--- src/rtl/chip_top_1127a0_pkg.sv ---
// Shared types and constants for the 1127a0 pad-control / test-mode wrapper.
package chip_top_1127a0_pkg;

   localparam int unsigned NPAD        = 9;
   localparam int unsigned KEY_W       = 8;
   localparam int unsigned KEY_CNT_W   = 3;
   localparam int unsigned DEB_DEFAULT = 4;
   localparam logic [KEY_W-1:0] KEY_DEFAULT = 8'hA5;

   localparam int unsigned PAD_TST     = 0;
   localparam int unsigned PAD_GPIO_TS = 1;
   localparam int unsigned PAD_SCL     = 2;
   localparam int unsigned PAD_SDA     = 3;
   localparam int unsigned PAD_GPIO1   = 4;
   localparam int unsigned PAD_GPIO2   = 5;
   localparam int unsigned PAD_GPIO3   = 6;
   localparam int unsigned PAD_GPIO4   = 7;
   localparam int unsigned PAD_GPIO5   = 8;

   typedef enum logic [1:0] {
      ST_FUNC = 2'd0,
      ST_KEY  = 2'd1,
      ST_SCAN = 2'd2,
      ST_LOCK = 2'd3
   } state_e;

endpackage

--- src/rtl/chip_top_1127a0_if.sv ---
// Pad, core and scan signal bundle between the pad ring/core and the wrapper.
interface chip_top_1127a0_if;
   import chip_top_1127a0_pkg::*;

   logic [NPAD-1:0] pad_di;
   logic [NPAD-1:0] pad_do;
   logic [NPAD-1:0] pad_oe;
   logic [NPAD-1:0] func_do;
   logic [NPAD-1:0] func_oe;
   logic [NPAD-1:0] func_di;
   logic [1:0]      scan_so;
   logic [1:0]      scan_si;
   logic            scan_en;
   logic            scan_clk;
   logic            scan_mode;
   logic [1:0]      mode;

   modport master (
      output pad_di, func_do, func_oe, scan_so,
      input  pad_do, pad_oe, func_di, scan_si, scan_en, scan_clk, scan_mode, mode
   );

   modport slave (
      input  pad_di, func_do, func_oe, scan_so,
      output pad_do, pad_oe, func_di, scan_si, scan_en, scan_clk, scan_mode, mode
   );

endinterface

--- src/rtl/chip_top_1127a0_pad_sync_deb.sv ---
// Two-flop synchronizer with optional DEB-cycle debouncer (DEB=0 bypasses it).
module chip_top_1127a0_pad_sync_deb #(
   parameter int unsigned DEB = 4
) (
   input  logic clk,
   input  logic rstz,
   input  logic d_i,
   output logic q_o
);

   logic meta_q;
   logic sync_q;

   always_ff @(posedge clk or negedge rstz) begin
      if (!rstz) begin
         meta_q <= 1'b0;
         sync_q <= 1'b0;
      end else begin
         meta_q <= d_i;
         sync_q <= meta_q;
      end
   end

   generate
      if (DEB == 0) begin : g_bypass
         assign q_o = sync_q;
      end else begin : g_deb
         localparam int unsigned CW = 4;
         logic [CW-1:0] cnt_q, cnt_d;
         logic          deb_q, deb_d;

         // Output flips once the input has disagreed for DEB consecutive cycles.
         always_comb begin
            cnt_d = '0;
            deb_d = deb_q;
            if (sync_q != deb_q) begin
               if (cnt_q == CW'(DEB - 1)) begin
                  deb_d = sync_q;
               end else begin
                  cnt_d = cnt_q + CW'(1);
               end
            end
         end

         always_ff @(posedge clk or negedge rstz) begin
            if (!rstz) begin
               cnt_q <= '0;
               deb_q <= 1'b0;
            end else begin
               cnt_q <= cnt_d;
               deb_q <= deb_d;
            end
         end

         assign q_o = deb_q;
      end
   endgenerate

endmodule

--- src/rtl/chip_top_1127a0.sv ---
// Pad-control and test-mode wrapper: key-gated entry into ATPG scan pad muxing.
module chip_top_1127a0
   import chip_top_1127a0_pkg::*;
#(
   parameter logic [KEY_W-1:0] KEY = KEY_DEFAULT,
   parameter int unsigned      DEB = DEB_DEFAULT
) (
   input  logic               clk,
   input  logic               rstz,
   chip_top_1127a0_if.slave   bus
);

   logic tst_s, scl_s, sda_s;
   logic scl_prev_q;
   logic scl_rise;

   state_e                 state_q, state_d;
   logic [KEY_W-1:0]       sh_q, sh_d;
   logic [KEY_CNT_W-1:0]   cnt_q, cnt_d;
   logic                   scan_mode_q;

   chip_top_1127a0_pad_sync_deb #(.DEB(DEB)) u_tst (
      .clk (clk), .rstz (rstz), .d_i (bus.pad_di[PAD_TST]), .q_o (tst_s)
   );

   chip_top_1127a0_pad_sync_deb #(.DEB(0)) u_scl (
      .clk (clk), .rstz (rstz), .d_i (bus.pad_di[PAD_SCL]), .q_o (scl_s)
   );

   chip_top_1127a0_pad_sync_deb #(.DEB(0)) u_sda (
      .clk (clk), .rstz (rstz), .d_i (bus.pad_di[PAD_SDA]), .q_o (sda_s)
   );

   assign scl_rise = scl_s & ~scl_prev_q;

   always_ff @(posedge clk or negedge rstz) begin
      if (!rstz) begin
         state_q     <= ST_FUNC;
         sh_q        <= '0;
         cnt_q       <= '0;
         scl_prev_q  <= 1'b0;
         scan_mode_q <= 1'b0;
      end else begin
         state_q     <= state_d;
         sh_q        <= sh_d;
         cnt_q       <= cnt_d;
         scl_prev_q  <= scl_s;
         scan_mode_q <= (state_d == ST_SCAN);
      end
   end

   // Key capture; a low debounced TST overrides every other transition.
   always_comb begin
      state_d = state_q;
      sh_d    = sh_q;
      cnt_d   = cnt_q;
      unique case (state_q)
         ST_FUNC: begin
            sh_d  = '0;
            cnt_d = '0;
            if (tst_s) state_d = ST_KEY;
         end
         ST_KEY: begin
            if (scl_rise) begin
               sh_d  = KEY_W'({sh_q, sda_s});
               cnt_d = cnt_q + KEY_CNT_W'(1);
               if (cnt_q == KEY_CNT_W'(KEY_W - 1)) begin
                  state_d = (sh_d == KEY) ? ST_SCAN : ST_LOCK;
               end
            end
         end
         default: ;
      endcase
      if (!tst_s) state_d = ST_FUNC;
   end

   logic            in_scan;
   logic [NPAD-1:0] pad_do_c, pad_oe_c, func_di_c;

   assign in_scan = (state_q == ST_SCAN);

   // Pad muxing follows the state register directly so reset reverts it at once.
   always_comb begin
      pad_do_c  = bus.func_do;
      pad_oe_c  = bus.func_oe;
      func_di_c = bus.pad_di;
      if (in_scan) begin
         pad_oe_c             = '0;
         pad_oe_c[PAD_GPIO4]  = 1'b1;
         pad_oe_c[PAD_GPIO5]  = 1'b1;
         pad_do_c[PAD_GPIO4]  = bus.scan_so[0];
         pad_do_c[PAD_GPIO5]  = bus.scan_so[1];
         func_di_c[PAD_GPIO_TS] = 1'b0;
         func_di_c[PAD_GPIO5:PAD_GPIO1] = '0;
      end
      pad_oe_c[PAD_TST] = 1'b0;
   end

   assign bus.pad_do    = pad_do_c;
   assign bus.pad_oe    = pad_oe_c;
   assign bus.func_di   = func_di_c;
   assign bus.scan_en   = in_scan & bus.pad_di[PAD_GPIO1];
   assign bus.scan_si   = {in_scan & bus.pad_di[PAD_GPIO3], in_scan & bus.pad_di[PAD_GPIO2]};
   assign bus.scan_clk  = in_scan & bus.pad_di[PAD_GPIO_TS];
   assign bus.scan_mode = scan_mode_q;
   assign bus.mode      = 2'(state_q);

endmodule

--- src/flat_wrapper.sv ---
// flat-port wrapper written by rule: the top's interface ports become plain ports
module chip_top_1127a0_flat import chip_top_1127a0_pkg::*;
#(
   parameter logic [KEY_W-1:0] KEY = KEY_DEFAULT,
   parameter int unsigned      DEB = DEB_DEFAULT
)
  (clk, rstz, bus_pad_di, bus_func_do, bus_func_oe, bus_scan_so, bus_pad_do, bus_pad_oe, bus_func_di, bus_scan_si, bus_scan_en, bus_scan_clk, bus_scan_mode, bus_mode);
  chip_top_1127a0_if bus_i ();
  input  logic clk;
  input  logic rstz;
  input wire logic [$bits(bus_i.pad_di)-1:0] bus_pad_di;
  input wire logic [$bits(bus_i.func_do)-1:0] bus_func_do;
  input wire logic [$bits(bus_i.func_oe)-1:0] bus_func_oe;
  input wire logic [$bits(bus_i.scan_so)-1:0] bus_scan_so;
  output wire logic [$bits(bus_i.pad_do)-1:0] bus_pad_do;
  output wire logic [$bits(bus_i.pad_oe)-1:0] bus_pad_oe;
  output wire logic [$bits(bus_i.func_di)-1:0] bus_func_di;
  output wire logic [$bits(bus_i.scan_si)-1:0] bus_scan_si;
  output wire logic [$bits(bus_i.scan_en)-1:0] bus_scan_en;
  output wire logic [$bits(bus_i.scan_clk)-1:0] bus_scan_clk;
  output wire logic [$bits(bus_i.scan_mode)-1:0] bus_scan_mode;
  output wire logic [$bits(bus_i.mode)-1:0] bus_mode;
  assign bus_i.pad_di = bus_pad_di;
  assign bus_i.func_do = bus_func_do;
  assign bus_i.func_oe = bus_func_oe;
  assign bus_i.scan_so = bus_scan_so;
  assign bus_pad_do = bus_i.pad_do;
  assign bus_pad_oe = bus_i.pad_oe;
  assign bus_func_di = bus_i.func_di;
  assign bus_scan_si = bus_i.scan_si;
  assign bus_scan_en = bus_i.scan_en;
  assign bus_scan_clk = bus_i.scan_clk;
  assign bus_scan_mode = bus_i.scan_mode;
  assign bus_mode = bus_i.mode;
  chip_top_1127a0 #(.KEY(KEY), .DEB(DEB)) u_core (.clk(clk), .rstz(rstz), .bus(bus_i));
endmodule
--- config.mk ---
export PLATFORM = sky130hd
export DESIGN_NAME = chip_top_1127a0_flat
export DESIGN_NICKNAME = d
export VERILOG_FILES = /design/src/rtl/chip_top_1127a0_pkg.sv /design/src/rtl/chip_top_1127a0_if.sv /design/src/rtl/chip_top_1127a0_pad_sync_deb.sv /design/src/rtl/chip_top_1127a0.sv /design/src/flat_wrapper.sv
export SDC_FILE = /design/constraint.sdc
export NUM_CORES = 1
export LEC_CHECK = 0
export BUFFER_PORTS_ARGS = -buffer_cell sky130_fd_sc_hd__buf_2
export CAP_MARGIN = 10
export CORE_MARGIN = 3
export CORE_UTILIZATION = 37
export CTS_CLUSTER_DIAMETER = 150
export DETAILED_ROUTE_END_ITERATION = 7
export GPL_TIMING_DRIVEN = 0
export HOLD_SLACK_MARGIN = 0.12
export PLACE_DENSITY = 0.79
export SYNTH_ARGS = -nofsm -noshare
export SYNTH_HDL_FRONTEND = slang
export SYNTH_HIERARCHICAL = 1
export SYNTH_SLANG_ARGS = --single-unit
--- constraint.sdc ---
create_clock -name clk -period 1.1 [get_ports clk]
set_clock_uncertainty 0.05 [all_clocks]
set_input_delay 0.165 -clock clk [delete_from_list [all_inputs] [get_ports clk]]
set_output_delay 0.165 -clock clk [all_outputs]
set_load 0.05 [all_outputs]
==> impl_metrics.tcl, run 1 <==
set metrics [dict create \
    route.final.wire_length_um 3700 \
    synth_largest_type_area_fraction_pct 52.5 \
    fmaxAchievable_ghz 0.613 \
    critPathRequiredTime_ps 880 \
    clock_sink_count 25 \
    critical_path.startpoint_type "flop" \
    cts_root_buf "sky130_fd_sc_hd__clkbuf_4" \
    syn_area_per_cell_um2 11.8 \
    routedWlPerCell_um 16.6 \
    mappedNetlistArea_um2 1190 \
    grt_pass1_wl_um 5610 \
    final-max-slew-violation-count 0 \
    fp.coreArea_um2 2900 \
    final.period_utilization_pct 148 \
    fillcell_total 199 \
    cts.htree.levels 1 \
    detailedRoute.firstIterationViolations 49 \
    outcome "finished with violations" \
    synthToLayoutAreaGrowth_pct 72.8 \
    mappedNetlistNets 135 \
    ys.warnings.count 6 \
    postLayoutCoreUtil_pct 71.1 \
    critPathKind "flop to output pin" \
    drtPass1Iterations 4 \
    cts.clk_slew.worst_paths_ps 140 \
    place_worst_setup_slack_ps -302 \
    dr_total_vias 1099 \
    distinct_cell_type_count_after_synthesis 28 \
    max-cap-violations 0 \
    core.rowCount 19 \
    dpl.hpwl_um 2050 \
    worst_slew_pin_slew_ps 541 \
    grt_pass1_vias 1141 \
    period_minus_slack_ps 1630 \
    violations "negative setup slack" \
    final_antenna_net_count 0 \
    totalPowerFinal_uw 2820 \
    worst_slack_ps -531 \
    power_density_nw_per_um2 1370 \
    globalplace.congestion 0.707 \
    global_route.overflow_total 0 \
    grt.total_usage_pct 18.1 \
    report.final.setup_viol 38 \
    antenna-diode-count 0 \
    antenna_found_initial 0 \
    starting_density_of_the_core_pct 41.1 \
    dieWidth_um 62.8 \
    layout_common_cells "sky130_fd_sc_hd__buf_2 (32), sky130_fd_sc_hd__dfrtp_1 (23), sky130_fd_sc_hd__buf_4 (21)" \
    dieArea_um2 3940 \
    worst_ep_arrival_time_ps 1420 \
    bufs_on_longest_clock_path 2 \
    cts_made_buffers 3 \
    critPathCaptureType "output pin" \
    dieHeight_um 62.8 \
    io_pins 65 \
    insertion_delay_of_the_later_clocked_pin_in_the_worst_skew_pair_ps 330 \
    crit_fanout 6 \
    synth_area_leaders "sky130_fd_sc_hd__dfrtp_1 (52%), sky130_fd_sc_hd__and2_1 (8.4%), sky130_fd_sc_hd__buf_4 (6.9%)" \
    p_leak_uw 0.00103 \
    rsz0062_at_grt "true" \
    io_buffer_count 55 \
    postSynthRegisterBits 25 \
    synthCells 101 \
    power.ir.vdd_worst_mv 0.991 \
    cts_tree "yes" \
    place.detailed.instances 198 \
    drive_above_1_share_pct 70.2 \
    tns_ps -16050 \
    largest_area_contributor_in_the_netlist "sky130_fd_sc_hd__dfrtp_1" \
    timing_hold_violations_final 0 \
    detail_route.drc_violations 0 \
    post_drt_via_cell_ratio 4.93 \
    grt_start_max_net_pins 26 \
    mostFrequentLayoutCell "sky130_fd_sc_hd__buf_2" \
    ys_seq_area_share_pct 52.5 \
    cell_count_final_fillers_out 223 \
    slew_hr_pct 63.9 \
    worst_hold_path_type "input port to asynchronous set/reset pin" \
    finish.net_count 216 \
]
-- flip-flops by register name, indices dropped and copies added, names as in the netlist, 2 cells and up --
signal,flops
u_core/cnt_q,3
u_core/sh_q,7
u_core/u_tst/g_deb.cnt_q,4
u_core/bus.mode,2
-- synthesized netlist by cell type (all sizes together) --
| cell | n |
|---|---|
| dfrtp | 25 |
| and2 | 16 |
| buf | 13 |
| a22o | 9 |
| nand2 | 6 |
| nand2b | 4 |
| a21oi | 3 |
| ha | 3 |
| nor2b | 3 |
| mux2 | 2 |
| nor4bb | 2 |
| a21boi | 1 |
| a21o | 1 |
| and3 | 1 |
| and4 | 1 |
| and4bb | 1 |
| clkbuf | 1 |
| conb | 1 |
| nand3b | 1 |
| nand4 | 1 |
| nor2 | 1 |
| nor3 | 1 |
| nor3b | 1 |
| nor4 | 1 |
| or2b | 1 |
| xnor2 | 1 |
-- area by class of cell --
type | instances | area [um^2] | area share, %
timing repair buffer | 75 | 643 | 31.2
sequential | 25 | 628 | 30.5
clock buffer | 3 | 22.5 | 1.09
clock inverter | 1 | 5.00 | 0.243
buffer | 14 | 120 | 5.83
tap | 42 | 52.6 | 2.55
multi-input combinational | 63 | 589 | 28.6
-- timing repair --
| item | in CTS | in global routing |
|---|---|---|
| hold buffers | 4 | 0 |
| endpoints found under the hold margin | 28 | 0 |
| pin swaps | 4 | 8 |
| resized for setup | 57 | 17 |
| buffers inserted | 11 | 5 |
| cloned | 3 | 0 |
| setup endpoints to repair | 39 | 40 |
-- worst paths after layout --
path	start	end	slack, ps	cells past startpoint
worst max-delay path	u_core/bus.mode[0]	bus_func_di[4]	-530	4
worst min-delay path	rstz	u_core/u_sda/meta_q	270	2
worst max register to register	u_core/bus.mode[0]	u_core/cnt_q[0]	-460	6
worst min register to register	u_core/u_tst/meta_q	u_core/u_tst/sync_q	310	0
max in group asynchronous	rstz	u_core/bus.mode[0]	330	2
min in group clk	u_core/u_tst/meta_q	u_core/u_tst/sync_q	310	0
-- per-layer routing --
layer  GRT usage [%]  share of wire, %  routed length (um)  vias up
li1                -                 -                   -      497
met4            8.26               1.7                  63        0
met2            31.4                52                1920       70
met1            21.0                38                1390      527
met3            4.32               8.8                 324        5
met5               0                 0                   0        -
-- critical path, stage by stage (launching register included) --
cell                       delay (ps)
sky130_fd_sc_hd__dfrtp_2          470
sky130_fd_sc_hd__nand2b_4         190
sky130_fd_sc_hd__buf_8            150
sky130_fd_sc_hd__and2_4           140
sky130_fd_sc_hd__buf_8            140
-- metrics by stage --
step           area (um^2)  hold WS (ps)
6_report              2060           274
5_1_grt               2060           314
4_1_cts               1980           281
3_5_place_dp          1620           127
3_3_place_gp          1620           116
2_1_floorplan         1290          -181
-- power by group --
part	internal (uW)	switching (uW)	total (uW)
clock network	137	275	411
logic	682	604	1290
registers	1020	104	1130
total	1840	982	2820
-- kinds of logic (layout without fill, tap and decap cells) --
family                     after synthesis  in the layout  share of synthesized area, %
and+or+nand+nor                         41             42                          22.9
DFF                                     25             25                          52.5
AOI/OAI and AO/OA                       14             14                          9.13
buffers and inverters                   14             93                          9.13
adders and majority gates                3              3                          3.15
muxes                                    2              2                          2.20
other                                    1              1                         0.314
xor gates and xnor gates                 1              1                         0.735
No activity file was read; power rests on OpenSTA's default activity.
==> run 2: changes to the inputs <==
--- a/config.mk
+++ b/config.mk
@@ -5,6 +5,7 @@
 export SDC_FILE = /design/constraint.sdc
 export NUM_CORES = 1
 export LEC_CHECK = 0
+export ABC_AREA = 1
 export BUFFER_PORTS_ARGS = -buffer_cell sky130_fd_sc_hd__buf_2
 export CAP_MARGIN = 10
 export CORE_MARGIN = 3
@@ -13,7 +14,7 @@
 export DETAILED_ROUTE_END_ITERATION = 7
 export GPL_TIMING_DRIVEN = 0
 export HOLD_SLACK_MARGIN = 0.12
-export PLACE_DENSITY = 0.79
+export PLACE_DENSITY = 0.78
 export SYNTH_ARGS = -nofsm -noshare
 export SYNTH_HDL_FRONTEND = slang
 export SYNTH_HIERARCHICAL = 1
==> constraint.sdc (replaced) <==
create_clock -name clk -period 1.1 [get_ports clk]
set_clock_uncertainty 0.05 [all_clocks]
set_input_delay 0 -clock clk [delete_from_list [all_inputs] [get_ports clk]]
set_output_delay 0 -clock clk [all_outputs]
set_load 0.05 [all_outputs]
==> run 2 against run 1 <==
Effect of this change:
- the flow still finishes with violations (negative setup slack)
- design area grew 11%
- register-to-register slack better by 230 ps
- count of clock-buffer cells in the layout rose by 1
- flip-flop and latch count stayed put
- fmax increased by 11%
- synthesized area rose by 3.9%
==> impl_metrics.tcl, run 2 <==
set metrics [dict create \
    p_clk_share_pct 13.8 \
    bufs_on_longest_clock_path 2 \
    busiest_layer "met2" \
    critical_path.top_delay_family "flip-flops" \
    core.rowCount 20 \
    number_of_flip_flops_in_the_largest_register 7 \
    cts.htree.levels 1 \
    largest_area_contributor_in_the_netlist "sky130_fd_sc_hd__dfrtp_1" \
    synthCells 151 \
    synth_async_sr_flop_share_pct 100 \
    timing.critical_path.buf_inv 3 \
    cts.clk_slew.worst_paths_ps 120 \
    cell_count_final_fillers_out 276 \
    fillcell_total 195 \
    antenna_found_initial 0 \
    layout_common_cells "sky130_fd_sc_hd__buf_2 (33), sky130_fd_sc_hd__inv_1 (29), sky130_fd_sc_hd__dfrtp_1 (23)" \
    starting_density_of_the_core_pct 39.6 \
    finish.net_count 267 \
    power_density_nw_per_um2 1270 \
    synth_area_leaders "sky130_fd_sc_hd__dfrtp_1 (51%), sky130_fd_sc_hd__inv_1 (10%), sky130_fd_sc_hd__nor2_1 (7.9%)" \
    timing_hold_violations_final 0 \
    dieArea_um2 4080 \
    power.ir.vdd_worst_mv 0.801 \
    critPathKind "flop to output pin" \
    regToRegSetupSlack_ps -230 \
    final.period_utilization_pct 133 \
    power.sequential.fraction_pct 38.8 \
    final_antenna_net_count 0 \
    edff_count_synth 0 \
    timing.critical_path.cells "inv_4 -> nor2_4 -> buf_6 -> or2_4 -> buf_8" \
    crit_start "u_core/bus.mode[1]" \
    grt_start_max_net_pins 26 \
    mostFrequentLayoutCell "sky130_fd_sc_hd__buf_2" \
    crit_fanout 5 \
    synth_compound_area_share_pct 7.98 \
    route.final.wire_length_um 3740 \
    final-max-slew-violation-count 0 \
    routedWlPerCell_um 13.6 \
    critical-path-max-stage-delay_ps 440 \
    met2_capacity_usage_during_global_routing_pct 29.5 \
    critPathCaptureType "output pin" \
    worst_ep_arrival_time_ps 1420 \
    critical_path.startpoint_type "flop" \
    synth.most_common_cell "sky130_fd_sc_hd__inv_1" \
    dpl.hpwl_um 1890 \
    fp.coreArea_um2 3130 \
    distinct_cell_type_count_after_synthesis 22 \
    registers.top_by_ff_count "u_core/sh_q" \
    crit-reg2reg-launch "u_core/bus.mode[0]" \
    drive_above_1_share_pct 60.8 \
    timing.critical_path.slowest_stage_cell "sky130_fd_sc_hd__dfrtp_2" \
    synth-adder-area-share_pct 3.03 \
    critPathRequiredTime_ps 1050 \
    worst_hold_slack_ps 130 \
    period_minus_slack_ps 1470 \
    use_met1_pct 19.3 \
    global_route.overflow_total 0 \
    violations "negative setup slack" \
    outcome "finished with violations" \
    p_leak_uw 0.00113 \
    place.detailed.instances 250 \
    grt.total_usage_pct 16.8 \
    fmaxAchievable_ghz 0.682 \
    slew_hr_pct 63.8 \
    dr_total_vias 1243 \
    netSwitchingFraction_pct 38.3 \
    net-switching-power_uw 1110 \
    worst_slack_ps -366 \
    antenna-diode-count 0 \
    met3_grt_util_pct 3.87 \
    cts_made_buffers 3 \
    detail_route.drc_violations 0 \
    worst_slew_pin_slew_ps 542 \
    yosys.area_share.xor_xnor_pct 0.707 \
    io_pins 65 \
    postSynthRegisterBits 25 \
    post_synth_most_frequent_cells "sky130_fd_sc_hd__inv_1 (33), sky130_fd_sc_hd__nor2_1 (26), sky130_fd_sc_hd__dfrtp_1 (25)" \
    syn_area_per_cell_um2 8.20 \
    cts_tree "yes" \
    globalplace.congestion 0.697 \
    grt_pass1_vias 1181 \
    yosys.area_share.simple_pct 19.9 \
    power_report.internal_total_uw 1800 \
    layout_top_registers "u_core/sh_q x7, u_core/u_tst/g_deb.cnt_q x4, u_core/cnt_q x3" \
    mappedNetlistArea_um2 1240 \
    ys.warnings.count 6 \
    comb_power_share_pct 47.4 \
    rsz0062_at_grt "true" \
    mappedNetlistNets 185 \
    synth_mux_area_share_pct 0 \
    clock_sink_count 25 \
    synth_largest_type_area_fraction_pct 50.5 \
    grt_pass1_wl_um 5310 \
    synthToLayoutAreaGrowth_pct 85.2 \
    worst_hold_path_type "input port to asynchronous set/reset pin" \
    io_buffer_count 55 \
    report.final.setup_viol 35 \
    dieHeight_um 63.9 \
    synth_top_family_by_area "simple AND/OR/NAND/NOR gates" \
    drtPass1Iterations 4 \
    insertion_delay_of_the_later_clocked_pin_in_the_worst_skew_pair_ps 320 \
    cts_root_buf "sky130_fd_sc_hd__clkbuf_4" \
    ys_seq_area_share_pct 50.5 \
    synth_top_flop_cell "sky130_fd_sc_hd__dfrtp_1" \
    detailedRoute.firstIterationViolations 33 \
    max-cap-violations 0 \
    post_drt_via_cell_ratio 4.50 \
    dieWidth_um 63.9 \
]
run 2: cell count changes after synthesis, moves of 3 or more:
cell and delta:
sky130_fd_sc_hd__inv_1 +33, sky130_fd_sc_hd__nor2_1 +25, sky130_fd_sc_hd__and2_1 -16, sky130_fd_sc_hd__nand2_1 +16
sky130_fd_sc_hd__a22o_1 -9, sky130_fd_sc_hd__o22ai_1 +6, sky130_fd_sc_hd__nand2b_1 -4, sky130_fd_sc_hd__nand2_2 +3
sky130_fd_sc_hd__nor2_2 +3, sky130_fd_sc_hd__nor2b_1 -3, sky130_fd_sc_hd__o21ai_0 +3
run 2: through the flow:
step	setup TNS, ps	total power [uW]	cell area, um^2	setup WS (ps)	util [%]
floorplan	-5180	1740	1380	-202	-
global placement	-4180	1910	1710	-195	54.7
detailed placement	-4310	1930	1710	-180	54.7
CTS	-9390	2560	2150	-369	68.8
global route	-11630	3080	2290	-453	73.3
finish	-9180	2910	2290	-366	73.3
run 2: layout make-up:
| class | count | area, um^2 | share of cell area, % |
|---|---|---|---|
| repair buffers | 76 | 684 | 29.8 |
| multi-input cells | 82 | 677 | 29.5 |
| flip-flops and latches | 25 | 628 | 27.4 |
| inverters | 34 | 140 | 6.11 |
| plain buffers | 11 | 82.6 | 3.60 |
| well taps | 44 | 55.1 | 2.40 |
| clock buffers | 4 | 26.3 | 1.15 |
run 2: path summary, 6_finish.rpt:
| check | endpoint | depth (start not counted) |
|---|---|---|
| worst max-delay path | bus_pad_oe[8] | 5 |
| worst min-delay path | u_core/sh_q[1] | 2 |
| worst max register to register | u_core/sh_q[4] | 7 |
| worst min register to register | u_core/u_sda/q_o | 0 |
| max in group asynchronous | u_core/bus.mode[1] | 2 |
| min in group clk | bus_pad_do[4] | 2 |
run 2: logic make-up after synthesis:
group / Yosys count
AOI/OAI and AO/OA: 16
xor gates and xnor gates: 1
adders and majority gates: 3
buffers and inverters: 46
DFF: 25
other: 1
and+or+nand+nor: 59
run 2: what timing repair did:
item                                   in CTS  in global routing
cloned                                      3                  0
setup buffers                              13                  5
endpoints found under the hold margin      28                  0
resized for setup                          68                 40
hold buffers                                4                  0
setup endpoints to repair                  34                 38
pin swaps                                   5                 10
run 2: power groups by stage:
| stage | sequential [uW] | clock, uW | combinational (uW) |
|---|---|---|---|
| floorplan | 1190 | 0 | 546 |
| global placement | 1150 | 0 | 762 |
| detailed placement | 1160 | 0 | 775 |
| CTS | 1120 | 414 | 1030 |
| global route | 1150 | 464 | 1470 |
| finish | 1130 | 401 | 1380 |
run 2: layer usage:
layer  vias up  wire length, um
li1        604                -
met1       573             1410
met2        61             1960
met3         5              311
met4         0               60
met5         -                0
